==> config.mk <==
export PLATFORM = sky130hd
export DESIGN_NAME = line_timing_driver
export DESIGN_NICKNAME = d
export VERILOG_FILES = /design/src/rtl/ltd_pkg.sv /design/src/rtl/ltd_pattern_gen.sv /design/src/rtl/line_timing_driver.sv
export SDC_FILE = /design/constraint.sdc
export NUM_CORES = 1
export LEC_CHECK = 0
export ABC_AREA = 1
export CAP_MARGIN = 10
export CORE_UTILIZATION = 58
export DETAILED_ROUTE_END_ITERATION = 8
export PLACE_DENSITY = 0.95
export SYNTH_ARGS = -nofsm -noshare
export SYNTH_HDL_FRONTEND = slang
export SYNTH_SLANG_ARGS = --single-unit
==> constraint.sdc <==
create_clock -name clk -period 4.7 [get_ports clk]
set_input_delay 0.94 -clock clk [delete_from_list [all_inputs] [get_ports clk]]
set_output_delay 0.94 -clock clk [all_outputs]
set_load 0.02 [all_outputs]
==> src/rtl/ltd_pkg.sv <==
// Shared types and constants for the line timing driver.
// Holds the FSM state encoding and the 24-bit test-pattern colours.
package ltd_pkg;

    typedef enum logic {
        ST_IDLE = 1'b0,
        ST_LINE = 1'b1
    } state_t;

    localparam logic [23:0] COLOR_LT = 24'hFFFFFF;
    localparam logic [23:0] COLOR_LB = 24'h00FF00;
    localparam logic [23:0] COLOR_RT = 24'h0000FF;
    localparam logic [23:0] COLOR_RB = 24'hFF0000;

endpackage

==> src/rtl/ltd_pattern_gen.sv <==
// Quadrant test-pattern generator, used only when LTD_TEST_PATTERN_EN is set.
// Ports: hcnt/vcnt (raw timing counters) in; rgb (resized colour) out.
module ltd_pattern_gen
    import ltd_pkg::*;
#(
    parameter int CNT_W      = 14,
    parameter int DATA_WIDTH = 24,
    parameter int H_START    = 2,
    parameter int H_DISP     = 640,
    parameter int V_START    = 3,
    parameter int V_DISP     = 480
) (
    input  logic [CNT_W-1:0]      hcnt,
    input  logic [CNT_W-1:0]      vcnt,
    output logic [DATA_WIDTH-1:0] rgb
);

    localparam logic [CNT_W-1:0] H_MID = CNT_W'(H_START + H_DISP / 2);
    localparam logic [CNT_W-1:0] V_MID = CNT_W'(V_START + V_DISP / 2);

    logic        left;
    logic        top;
    logic [23:0] color;

    assign left = (hcnt < H_MID);
    assign top  = (vcnt < V_MID);

    always_comb begin
        color = COLOR_RB;
        case ({left, top})
            2'b11:   color = COLOR_LT;
            2'b10:   color = COLOR_LB;
            2'b01:   color = COLOR_RT;
            default: color = COLOR_RB;
        endcase
    end

    // Wider buses get zero-extended, narrower ones keep the MSBs.
    if (DATA_WIDTH >= 24) begin : g_ext
        assign rgb = DATA_WIDTH'(color);
    end else begin : g_trunc
        assign rgb = color[23 -: DATA_WIDTH];
    end

endmodule

==> src/rtl/line_timing_driver.sv <==
// Line-triggered (or free-running) display timing generator with FIFO pixel path.
// Ports: clk, rst (sync, active-high), line_trig, data_in, fifo_empty, underflow_clr,
//   pattern_sel in; data_hs/vs/en/rgb, data_req, line_busy, frame_start,
//   underflow, trig_overrun out. Optional test pattern: define LTD_TEST_PATTERN_EN.
module line_timing_driver
    import ltd_pkg::*;
#(
    parameter int H_SYNC     = 1,
    parameter int H_BACK     = 1,
    parameter int H_DISP     = 640,
    parameter int H_FRONT    = 1,
    parameter int V_SYNC     = 1,
    parameter int V_BACK     = 2,
    parameter int V_DISP     = 480,
    parameter int V_FRONT    = 1,
    parameter int DATA_WIDTH = 24,
    parameter int CNT_W      = 14,
    parameter int H_AHEAD    = 1,
    parameter int FREE_RUN   = 0,
    parameter int HS_POL     = 0,
    parameter int VS_POL     = 0
) (
    input  logic                  clk,
    input  logic                  rst,
    input  logic                  line_trig,
    input  logic [DATA_WIDTH-1:0] data_in,
    input  logic                  fifo_empty,
    input  logic                  underflow_clr,
    input  logic                  pattern_sel,
    output logic                  data_hs,
    output logic                  data_vs,
    output logic                  data_en,
    output logic [DATA_WIDTH-1:0] data_rgb,
    output logic                  data_req,
    output logic                  line_busy,
    output logic                  frame_start,
    output logic                  underflow,
    output logic                  trig_overrun
);

    localparam int H_TOTAL = H_SYNC + H_BACK + H_DISP + H_FRONT;
    localparam int V_TOTAL = V_SYNC + V_BACK + V_DISP + V_FRONT;
    localparam int H_ACT   = H_SYNC + H_BACK;
    localparam int V_ACT   = V_SYNC + V_BACK;

    localparam logic [CNT_W-1:0] H_SYNC_C = CNT_W'(H_SYNC);
    localparam logic [CNT_W-1:0] V_SYNC_C = CNT_W'(V_SYNC);
    localparam logic [CNT_W-1:0] H_ACT_C  = CNT_W'(H_ACT);
    localparam logic [CNT_W-1:0] H_END_C  = CNT_W'(H_ACT + H_DISP);
    localparam logic [CNT_W-1:0] V_ACT_C  = CNT_W'(V_ACT);
    localparam logic [CNT_W-1:0] V_END_C  = CNT_W'(V_ACT + V_DISP);
    localparam logic [CNT_W-1:0] H_LAST   = CNT_W'(H_TOTAL - 1);
    localparam logic [CNT_W-1:0] V_LAST   = CNT_W'(V_TOTAL - 1);
    localparam logic [CNT_W-1:0] H_TOT_C  = CNT_W'(H_TOTAL);
    localparam logic [CNT_W-1:0] AHEAD_C  = CNT_W'(H_AHEAD);
    localparam logic [CNT_W:0]   H_TOT_X  = (CNT_W+1)'(H_TOTAL);
    localparam logic [CNT_W:0]   AHEAD_X  = (CNT_W+1)'(H_AHEAD);

    localparam logic HS_ACT = (HS_POL != 0);
    localparam logic VS_ACT = (VS_POL != 0);

    state_t                  state;
    logic [CNT_W-1:0]        hcnt;
    logic [CNT_W-1:0]        vcnt;
    logic                    pending;
    logic [DATA_WIDTH-1:0]   pix_q;
    logic [DATA_WIDTH-1:0]   pix_next;

    logic                    in_line;
    logic                    eol;
    logic                    go;
    logic                    ovr_set;
    logic [CNT_W-1:0]        vnext;
    logic [CNT_W:0]          ahead_sum;
    logic                    ahead_wrap;
    logic [CNT_W-1:0]        ahead_h;
    logic [CNT_W-1:0]        ahead_v;

    function automatic logic h_win(input logic [CNT_W-1:0] h);
        return (h >= H_ACT_C) && (h < H_END_C);
    endfunction

    function automatic logic v_win(input logic [CNT_W-1:0] v);
        return (v >= V_ACT_C) && (v < V_END_C);
    endfunction

    assign in_line = (state == ST_LINE);
    assign eol     = in_line && (hcnt == H_LAST);
    assign go      = (FREE_RUN != 0) || line_trig || pending;
    assign ovr_set = in_line && !eol && line_trig && pending;
    assign vnext   = (vcnt == V_LAST) ? '0 : vcnt + CNT_W'(1);

    // The request position runs H_AHEAD clocks ahead; when that crosses
    // the end of the line it refers to pixel columns of the next line.
    assign ahead_sum  = {1'b0, hcnt} + AHEAD_X;
    assign ahead_wrap = (ahead_sum >= H_TOT_X);
    assign ahead_h    = ahead_wrap ? hcnt + AHEAD_C - H_TOT_C
                                   : hcnt + AHEAD_C;
    assign ahead_v    = ahead_wrap ? vnext : vcnt;

    assign line_busy = in_line;
    assign data_rgb  = data_en ? pix_q : '0;

`ifdef LTD_TEST_PATTERN_EN
    logic [DATA_WIDTH-1:0] pat_rgb;

    ltd_pattern_gen #(
        .CNT_W      (CNT_W),
        .DATA_WIDTH (DATA_WIDTH),
        .H_START    (H_ACT),
        .H_DISP     (H_DISP),
        .V_START    (V_ACT),
        .V_DISP     (V_DISP)
    ) u_pattern (
        .hcnt (hcnt),
        .vcnt (vcnt),
        .rgb  (pat_rgb)
    );

    assign pix_next = pattern_sel ? pat_rgb : data_in;
`else
    logic unused_pattern_sel;

    assign unused_pattern_sel = pattern_sel;
    assign pix_next           = data_in;
`endif

    always_ff @(posedge clk) begin
        if (rst) begin
            state        <= ST_IDLE;
            hcnt         <= '0;
            vcnt         <= '0;
            pending      <= 1'b0;
            data_hs      <= ~HS_ACT;
            data_vs      <= ~VS_ACT;
            data_en      <= 1'b0;
            data_req     <= 1'b0;
            frame_start  <= 1'b0;
            underflow    <= 1'b0;
            trig_overrun <= 1'b0;
            pix_q        <= '0;
        end else begin
            unique case (state)
                ST_IDLE: begin
                    hcnt <= '0;
                    if (go) begin
                        state   <= ST_LINE;
                        pending <= 1'b0;
                    end
                end
                ST_LINE: begin
                    if (eol) begin
                        hcnt    <= '0;
                        vcnt    <= vnext;
                        // Pending is consumed by the next line; a trig on
                        // this same cycle then becomes the new pending one.
                        pending <= pending & line_trig;
                        if (!go) begin
                            state <= ST_IDLE;
                        end
                    end else begin
                        hcnt <= hcnt + CNT_W'(1);
                        if (line_trig) begin
                            pending <= 1'b1;
                        end
                    end
                end
            endcase

            data_hs     <= (hcnt < H_SYNC_C) ? HS_ACT : ~HS_ACT;
            data_vs     <= (vcnt < V_SYNC_C) ? VS_ACT : ~VS_ACT;
            data_en     <= in_line && h_win(hcnt) && v_win(vcnt);
            data_req    <= in_line && h_win(ahead_h) && v_win(ahead_v);
            frame_start <= in_line && (hcnt == '0) && (vcnt == '0);
            pix_q       <= pix_next;

            // A new event in the clearing cycle keeps the flag set.
            underflow    <= (underflow & ~underflow_clr)
                          | (data_req & fifo_empty);
            trig_overrun <= (trig_overrun & ~underflow_clr) | ovr_set;
        end
    end

endmodule
=== Word level (Yosys, flattened, before mapping) ===
Index checks and enable logic that the tools add are counted.

* Add/subtract/negate cells: 4
* Order comparisons: 11
* Eq/ne operators: 4
* Muxes and demuxes: 15
* Bitwise operators: 8
* Reductions and logical operators: 20

{| class="wikitable"
|+ Operator list
! kind !! count
|-
| $ge 14x2->1 const B || 4
|-
| $mux 14 || 4
|-
| $add 14x1->14 const B || 2
|-
| $logic_not 14->1 || 2
|-
| $lt 14x1->1 const B || 2
|-
| $lt 14x10->1 const B || 2
|-
| $lt 14x9->1 const B || 2
|-
| $pmux 14 s2 || 1
|-
| $mux 24 || 1
|-
| $add 14x1->15 const B || 1
|-
| $ge 15x10->1 const B || 1
|-
| $eq 14x10->1 const B || 1
|-
| $eq 14x9->1 const B || 1
|-
| $logic_and 1x1->1 || 14
|-
| $sub 14x10->14 const B || 1
|-
| $mux 1 || 7
|-
| $and 1x1->1 || 4
|-
| $pmux 1 s2 || 2
|-
| $reduce_and 2->1 || 2
|-
| $ne 3x2->1 const B || 1
|-
| $ne 2x2->1 const B || 1
|-
| $not 1->1 || 2
|-
| $or 1x1->1 || 2
|-
| $logic_not 1->1 || 1
|-
| $logic_or 1x1->1 || 1
|}

* Flip-flop bits (word level): 61
* Input bits: 30
* Output and inout bits: 32

=== Depth between registers and ports, before layout ===
Gate-level depths: netlist of run 1.

* Word-level depth: 7
* Gate-level depth with buffers: 19

=== Least setup slack after synthesis of run 1 ===
No wires, ideal clock.

* Kind: flip-flop to flip-flop
* Start point: reg hcnt[1]
* End point: reg data_req
* Arrival time: 2004 ps
* Data required time: 4587 ps
* Setup slack: 2583 ps
* Stages on the path, launching flop included: 19
* Buffers on the path: 0
* Path through: dfxtp_1 ha_1 nand2_1 nor2_4 nand2_1 nand2_1 nand2_2 nor2_2 nand2_2 nor2_4 nand2_2 nand2_4 nand2_1 o21ai_2 inv_1 nand2_1 nand2_1 nor2_1 nor2_1

* Cells in the longest elaborated chain, start to end: 7
* Elaborated cells on any way between the ends: 14

{| class="wikitable"
|+ Ends and longest elaborated chain
! item !! line !! source
|-
| start, declared || line_timing_driver.sv:63 || <nowiki>logic [CNT_W-1:0] hcnt;</nowiki>
|-
| start signal, assigned || line_timing_driver.sv:162 || <nowiki>hcnt <= hcnt + CNT_W'(1);</nowiki>
|-
| $add 14x1->14 or $add 14x1->15 (tied branches) || line_timing_driver.sv:97, line_timing_driver.sv:98, line_timing_driver.sv:95 ||
|-
| $sub 14x10->14 or $ge 15x10->1 (tied branches) || line_timing_driver.sv:97, line_timing_driver.sv:96 ||
|-
| $mux 14 || line_timing_driver.sv:97 || <nowiki>assign ahead_h = ahead_wrap ? hcnt + AHEAD_C - H_TOT_C</nowiki>
|-
| $ge 14x2->1 or $lt 14x10->1 (tied branches) || line_timing_driver.sv:80 || <nowiki>return (h >= H_ACT_C) && (h < H_END_C);</nowiki>
|-
| $logic_and 1x1->1 || line_timing_driver.sv:80 ||
|-
| $logic_and 1x1->1 || line_timing_driver.sv:173 || <nowiki>data_req <= in_line && h_win(ahead_h) && v_win(ahead_v);</nowiki>
|-
| $logic_and 1x1->1 * || line_timing_driver.sv:173 ||
|-
| end signal, assigned || line_timing_driver.sv:173 ||
|-
| end, declared || line_timing_driver.sv:34 || <nowiki>output logic data_req,</nowiki>
|}

Mark *: on every way between the ends. The rest lies on a longest branch, timed or not.
A chain may end at the register's enable or synchronous reset.

=== Worst setup path after layout of run 1 ===
* Start point: reg data_en
* End point: out data_rgb[7]

* Cells in the longest elaborated chain, start to end: 1

{| class="wikitable"
|+ Ends and longest elaborated chain
! item !! line !! source
|-
| start, declared || line_timing_driver.sv:32 || <nowiki>output logic data_en,</nowiki>
|-
| start signal, assigned || line_timing_driver.sv:172 || <nowiki>data_en <= in_line && h_win(hcnt) && v_win(vcnt);</nowiki>
|-
| $mux 24 || line_timing_driver.sv:102 || <nowiki>assign data_rgb = data_en ? pix_q : '0;</nowiki>
|-
| end, declared || line_timing_driver.sv:33 || <nowiki>output logic [DATA_WIDTH-1:0] data_rgb,</nowiki>
|}

No other way between the ends.

==> run metrics, run 1 <==
post-synthesis sequential area ratio 32.8%; CTS tree built; Die X-Extent 82.2 um; first-pass GRT wire length 16100 um; nets@finish 703; # diodes 0; syn_nets 641; reg2reg path depth 16; fmax 335 MHz; Max-Cap Viols 0; Crit. path cell count 3; Syn Inst Count 601; detail-routed via count per cell 5.31; GRT Total Usage 31.5%; status finished, final reports clean; post-route insts no fill 743; period utilization 63.5%; htree depth 3; pre-CTS setup slack 2.09 ns; Initial Utilization 61.5%; clock root buffer clkbuf_8; Worst Path Arrival 2.04 ns; vias in the first global route 3631; post-CTS setup buffer count 0; Core Region 6060 um2; end of the critical path data_rgb[7]; crit path time final 2.98 ns; Clk Latency, worst-skew pair 0.35 ns; CP peak stage delay 0.86 ns; Worst Setup SP data_en$_SDFF_PP0_; Resize count post-CTS 0; final hold violations 0; critical path's slowest cell dfxtp_1; cts-stage hold buffer count 0; cell area after synthesis 3730 um2; chip height 82.2 um; num ports 62; placed cell count 727; row count 28; FF-to-FF Start hcnt[1]$_SDFF_PP0_; unrepaired setup endpoints after global routing false; Pre-Repair DR Iteration Count 7; DRT iter0 DRCs 244; Startpoint Class flip-flop; per-cell routed wire length 13.3 um; Worst-Margin Slew 0.831 ns; cells along the critical path nand2_1, inv_1, clkdlybuf4s50_1; Ys Warns 0; Setup TNS 0 ns; final setup vio count 0; Req. time, crit path 3.76 ns; Crit path max-delay family flip-flops; CTS buffer count 9; Routability Congestion 0.947; synthesized area per cell 6.20 um2; fraction of layout cells with a size suffix above 1 6.74%; most frequent cells in the layout nand2_1 (158), inv_1 (99), nor2_1 (95); r2r setup slk 2.02 ns; Critical Path End Type output port; most common cell after layout, fill and taps aside nand2_1; Hold Crit Class reg -> reg; post-route setup slack 1.72 ns; Synth Register Bits 61; Yosys cell types 29; Longest Clk Path Bufs 2; CP max FO 25; final-report max-slew violation count 0; Max-slew headroom 44.5%; Max VDD drop 236 uV; post-route ant nets 0; overflow left after global routing 0; IO Port Bufs 60; initial antenna violation count 0; Total Die Area 6750 um2; synthesis-to-layout area growth 23.5%; clk sinks 61; Pleak 0.00227 uW; DRC viols 0; Power Density 245 nW/um2; crit path buf inv count 2; WS Path Type reg -> out; R2R Path End data_req$_SDFF_PP0_; routed vias 3944; DP HPWL 7310 um; fin util 75.9%; Worst-path clk slew 0.07 ns; Clock Skews 0.00452 ns; final WL 9890 um; largest net degree at the start of global routing 29
## logic make-up (layout without fill, tap and decap cells)
group / count (synthesis) / in the layout / synth area share, %
AO/OA/AOI/OAI: 48 / 48 / 7.18
XOR/XNOR: 10 / 10 / 2.35
adder cells (fa/ha/maj): 10 / 10 / 3.36
buffers and inverters: 114 / 181 / 11.5
flip-flops: 61 / 61 / 32.8
AND/OR/NAND/NOR: 358 / 358 / 42.8
## Yosys cell counts
library cell    n  area share, %
o21bai_1        2           0.40
dfxtp_1        61             33
nand2_4         3           0.91
a21oi_4         1           0.44
nor4_1          2           0.34
nor2_2          5           0.84
nand3_1        53            7.1
a21oi_1        21            2.8
and3_1          1           0.17
ha_1           10            3.4
xor2_1          9            2.1
a2111oi_0       1           0.24
nor2_1         95            9.6
o21ai_2         1           0.24
nand4_1        13            2.2
buf_1           1           0.10
clkbuf_1        9           0.91
xnor2_1         1           0.24
inv_1          99             10
nand3b_1        2           0.40
nand2_1       158             16
nor3_1         10            1.3
nor2_4          8            2.4
nand3_2         3           0.81
o21ai_0        21            2.8
buf_2           1           0.13
inv_2           4           0.40
o2111ai_1       1           0.24
nand2_2         5           0.84
## report_power, final
group / total [uW] / switching [uW] / internal (uW) / leakage (uW)
clock: 504 / 206 / 298 / 0.000101
combinational: 84.3 / 43.3 / 41.0 / 0.00167
sequential: 539 / 6.25 / 533 / 0.000500
total: 1130 / 255 / 872 / 0.00227
## state kept, by name (all words and copies together) (netlist names)
| signal | flops |
|---|---|
| pix_q | 24 |
| line_busy | 1 |
| data_en | 1 |
| frame_start | 1 |
| trig_overrun | 1 |
| data_hs | 1 |
| data_req | 1 |
| pending | 1 |
| vcnt | 14 |
| underflow | 1 |
| data_vs | 1 |
| hcnt | 14 |
## stage by stage
step / area [um2] / power [uW] / hold WS, ns
after global routing: 4600 / 1170 / 0.488
final: 4600 / 1130 / 0.465
after CTS: 4600 / 1130 / 0.468
after global placement: 4390 / 630 / 0.450
after floorplan: 3730 / 591 / 0.453
after detailed placement: 4390 / 634 / 0.459
## area by class of cell
cell class	count	area [um2]
Clock buffer	12	135
Fill cell	473	1460
Timing Repair Buffer	62	616
Clock inverter	4	72.6
Tap cell	75	93.8
Sequential cell	61	1220
Inverter	103	387
Multi-Input combinational cell	426	2080
## worst min-delay path by stage
stage	cells past startpoint	start	slack (ns)	to
finish	2	underflow$_SDFF_PP0_	0.47	underflow$_SDFF_PP0_
global route	2	data_req$_SDFF_PP0_	0.49	underflow$_SDFF_PP0_
detailed placement	2	underflow$_SDFF_PP0_	0.46	underflow$_SDFF_PP0_
floorplan	1	hcnt[0]$_SDFF_PP0_	0.45	hcnt[0]$_SDFF_PP0_
global placement	2	underflow$_SDFF_PP0_	0.45	underflow$_SDFF_PP0_
CTS	2	underflow$_SDFF_PP0_	0.47	underflow$_SDFF_PP0_
## tightest hold or removal path: stages, from the launching register on
cell and delay [ns]:
dfxtp_1 0.31, nand2_1 0.06, a21oi_1 0.05
## per-layer routing
metal	part of all wire (%)	track usage, %	wire length (um)	vias to the layer above
li1	-	-	-	1987
met1	39	34.6	3850	1761
met2	51	56.4	5040	159
met3	7.0	7.47	693	37
met4	3.1	15.3	306	0
met5	0	0	0	-
No activity file was read; power rests on OpenSTA's default activity.
==> run 2, diff against run 1 <==
--- a/config.mk
+++ b/config.mk
@@ -7,9 +7,9 @@
 export LEC_CHECK = 0
 export ABC_AREA = 1
 export CAP_MARGIN = 10
-export CORE_UTILIZATION = 58
+export CORE_UTILIZATION = 49
 export DETAILED_ROUTE_END_ITERATION = 8
-export PLACE_DENSITY = 0.95
+export PLACE_DENSITY = 0.87
 export SYNTH_ARGS = -nofsm -noshare
 export SYNTH_HDL_FRONTEND = slang
 export SYNTH_SLANG_ARGS = --single-unit
==> constraint.sdc (replaced) <==
create_clock -name clk -period 2.5 [get_ports clk]
set_input_delay 0.5 -clock clk [delete_from_list [all_inputs] [get_ports clk]]
set_output_delay 0.5 -clock clk [all_outputs]
set_load 0.02 [all_outputs]
==> run 2 against run 1 <==
Utilization decreased by 9.0 points. Die area increased by 18%. Via count increased by 0.66%. First-iteration DRC count decreased by 24%. Flip-flop and latch count unchanged. Total power increased by 76%. Clock skew increased by 0.0073 ns. Critical path type is now reg -> reg. Critical endpoint is now data_req$_SDFF_PP0_. Largest power group unchanged.
==> run metrics, run 2 (synthesis gave the netlist of run 1 again) <==
Total Die Area 7960 um2 (was 6750 um2); row count 31 (was 28); final hold violations 0 (unchanged); num ports 62 (unchanged); Critical Path End Type flip-flop (was output port); most common cell after layout, fill and taps aside nand2_1 (unchanged); largest net degree at the start of global routing 29 (unchanged); Largest register FFs 24 (unchanged); Hold Crit Class reg -> reg (unchanged); post-route insts no fill 790 (was 743); Clk Latency, worst-skew pair 0.35 ns (about the same); cts-stage hold buffer count 0 (unchanged); Clock Skews 0.0118 ns (was 0.00452 ns); fmax 419 MHz; # diodes 0 (unchanged); clk sinks 61 (unchanged); Initial Utilization 51.1% (was 61.5%); vias in the first global route 3522 (was 3631); CTS tree built (unchanged); nets@finish 726 (was 703); Worst-Margin Slew 0.556 ns (was 0.831 ns); Req. time, crit path 2.78 ns (was 3.76 ns); period utilization 95.5%; Max VDD drop 276 uV (was 236 uV); Routability Congestion 0.933 (was 0.947); routed vias 3970 (was 3944); Worst-path clk slew 0.08 ns (was 0.07 ns); most used cell, CP nor2_1; Reg with most FFs pix_q (unchanged); Max-Cap Viols 0 (unchanged); CP max FO 8 (was 25); CP peak stage delay 0.39 ns (was 0.86 ns); chip height 89.2 um (was 82.2 um); fraction of layout cells with a size suffix above 1 13.5% (was 6.74%); DRC viols 0 (unchanged); status finished, final reports clean (unchanged); crit path time final 2.39 ns; final WL 9800 um (was 9890 um); most frequent cells in the layout nand2_1 (153), inv_1 (98), nor2_1 (89) (was nand2_1 (158), inv_1 (99), nor2_1 (95)); fin util 66.9% (was 75.9%); synthesis-to-layout area growth 30.9% (was 23.5%); final instance area 4880 um2 (was 4600 um2); Power Density 406 nW/um2 (was 245 nW/um2); clock root buffer clkbuf_8 (unchanged); placed cell count 765 (was 727); Pre-Repair DR Iteration Count 4 (was 7); overflow left after global routing 0 (unchanged); Crit path max-delay family simple AND/OR/NAND/NOR gates (was flip-flops); final-report max-slew violation count 0 (unchanged); Die X-Extent 89.2 um (was 82.2 um); initial antenna violation count 0 (unchanged); Startpoint Class flip-flop (unchanged); Pleak 0.00236 uW (was 0.00227 uW); crit path buf inv count 1 (was 2); detail-routed via count per cell 5.03 (was 5.31); hold slack final 0.464 ns (was 0.465 ns); first-pass GRT wire length 15300 um (was 16100 um); IO Port Bufs 60 (unchanged); Largest regs pix_q: 24 flops, hcnt: 14 flops, vcnt: 14 flops (unchanged); reg2reg path depth 16 (unchanged); final setup vio count 0 (unchanged); Core Region 7290 um2 (was 6060 um2); Max-slew headroom 62.9% (was 44.5%); cells along the critical path ha_4, nand2_2, nor2_4, nand4_1, nand2_1, nand2_1, nor2_2, nand3_1, nor2_2, buf_4, nor2_1, nor2_1, nand3_1, nor2_1, nand2_1, nor2_1 (was nand2_1, inv_1, clkdlybuf4s50_1); post-route setup slack 0.113 ns (was 1.72 ns); pre-CTS setup slack 0.000782 ns (was 2.09 ns); htree depth 3 (unchanged); Worst Hold Depth 2 (unchanged); CTS buffer count 9 (unchanged); DP HPWL 7300 um (was 7310 um); Worst Path Arrival 2.67 ns (was 2.04 ns); post-route ant nets 0 (unchanged); WS Path Type reg -> reg (was reg -> out); Longest Clk Path Bufs 2 (unchanged); GRT Total Usage 25.1% (was 31.5%); per-cell routed wire length 12.4 um (was 13.3 um); placed cell areas 4530 um2 (was 4390 um2); Crit. path cell count 16 (was 3); critical path's slowest cell dfxtp_4 (was dfxtp_1); DRT iter0 DRCs 186 (was 244)
## run 2: changes by cell type in the layout (fill, tap and decap cells not counted), moves of 3 or more
| cell | change |
|---|---|
| nand2_1 | -5 |
| clkbuf_1 | -3 |
| nand2_2 | +5 |
| dfxtp_1 | -6 |
| dfxtp_2 | +3 |
| dfxtp_4 | +3 |
| ha_4 | +3 |
| buf_4 | +22 |
| nor2_2 | +4 |
| ha_1 | -3 |
| nor2_1 | -6 |
## run 2: report_power, final
group          total (uW)  switching (uW)  internal [uW]
clock network         790             429            362
logic                 178            87.1           90.7
registers            1010            11.4            999
total                1980             527           1450
## run 2: layer usage
metal | share of wire, % | wire (um) | vias up | GRT usage, %
met5 | 0 | 0 | - | 0
met4 | 1.6 | 159 | 0 | 8.23
met3 | 6.9 | 673 | 18 | 6.28
met2 | 51 | 4960 | 151 | 45.0
met1 | 41 | 4010 | 1769 | 29.0
li1 | - | - | 2032 | -
## run 2: cell type report
| type | count | area, um2 |
|---|---|---|
| Fill cell | 642 | 2410 |
| Inverter | 103 | 387 |
| Multi-Input combinational cell | 427 | 2180 |
| Sequential cell | 61 | 1240 |
| Timing Repair Buffer | 84 | 781 |
| Tap cell | 99 | 124 |
| Clock buffer | 9 | 124 |
| Clock inverter | 7 | 51.3 |
## run 2: worst paths after layout
check                                         start                    to  slack (ns)
worst max-delay path             hcnt[1]$_SDFF_PP0_   data_req$_SDFF_PP0_        0.11
worst min-delay path            data_req$_SDFF_PP0_  underflow$_SDFF_PP0_        0.46
worst max register to register   hcnt[1]$_SDFF_PP0_   data_req$_SDFF_PP0_        0.11
worst min register to register  data_req$_SDFF_PP0_  underflow$_SDFF_PP0_        0.46
## run 2: repair_timing
action | in CTS | in global routing
endpoints found under the hold margin | 0 | 0
gates cloned | 0 | 1
buffers inserted | 0 | 8
gates resized for setup | 1 | 30
pin swaps | 0 | 14
endpoints found under the setup margin | 1 | 1
## run 2: per-stage QoR
step	total power, uW	TNS [ns]
global placement	1190	0
finish	1980	0
detailed placement	1200	0
floorplan	1110	0
global route	2060	-0.0961
CTS	1980	0
## run 2: worst register-to-register path, delay by kind of cell (launching register included)
family / cells / cell delay (ns)
buf+inv: 1 / 0.15
flops: 1 / 0.39
simple gates: 14 / 1.61
fa+ha+maj: 1 / 0.15
==> run 3, diff against run 2 <==
--- a/config.mk
+++ b/config.mk
@@ -12,4 +12,5 @@
 export PLACE_DENSITY = 0.87
 export SYNTH_ARGS = -nofsm -noshare
 export SYNTH_HDL_FRONTEND = slang
+export SYNTH_HIERARCHICAL = 1
 export SYNTH_SLANG_ARGS = --single-unit
==> results of run 3 <==
Final layout, timing and power as in run 2 (identical DEF).
Among the figures that moved: Yosys warning count 0 -> 6
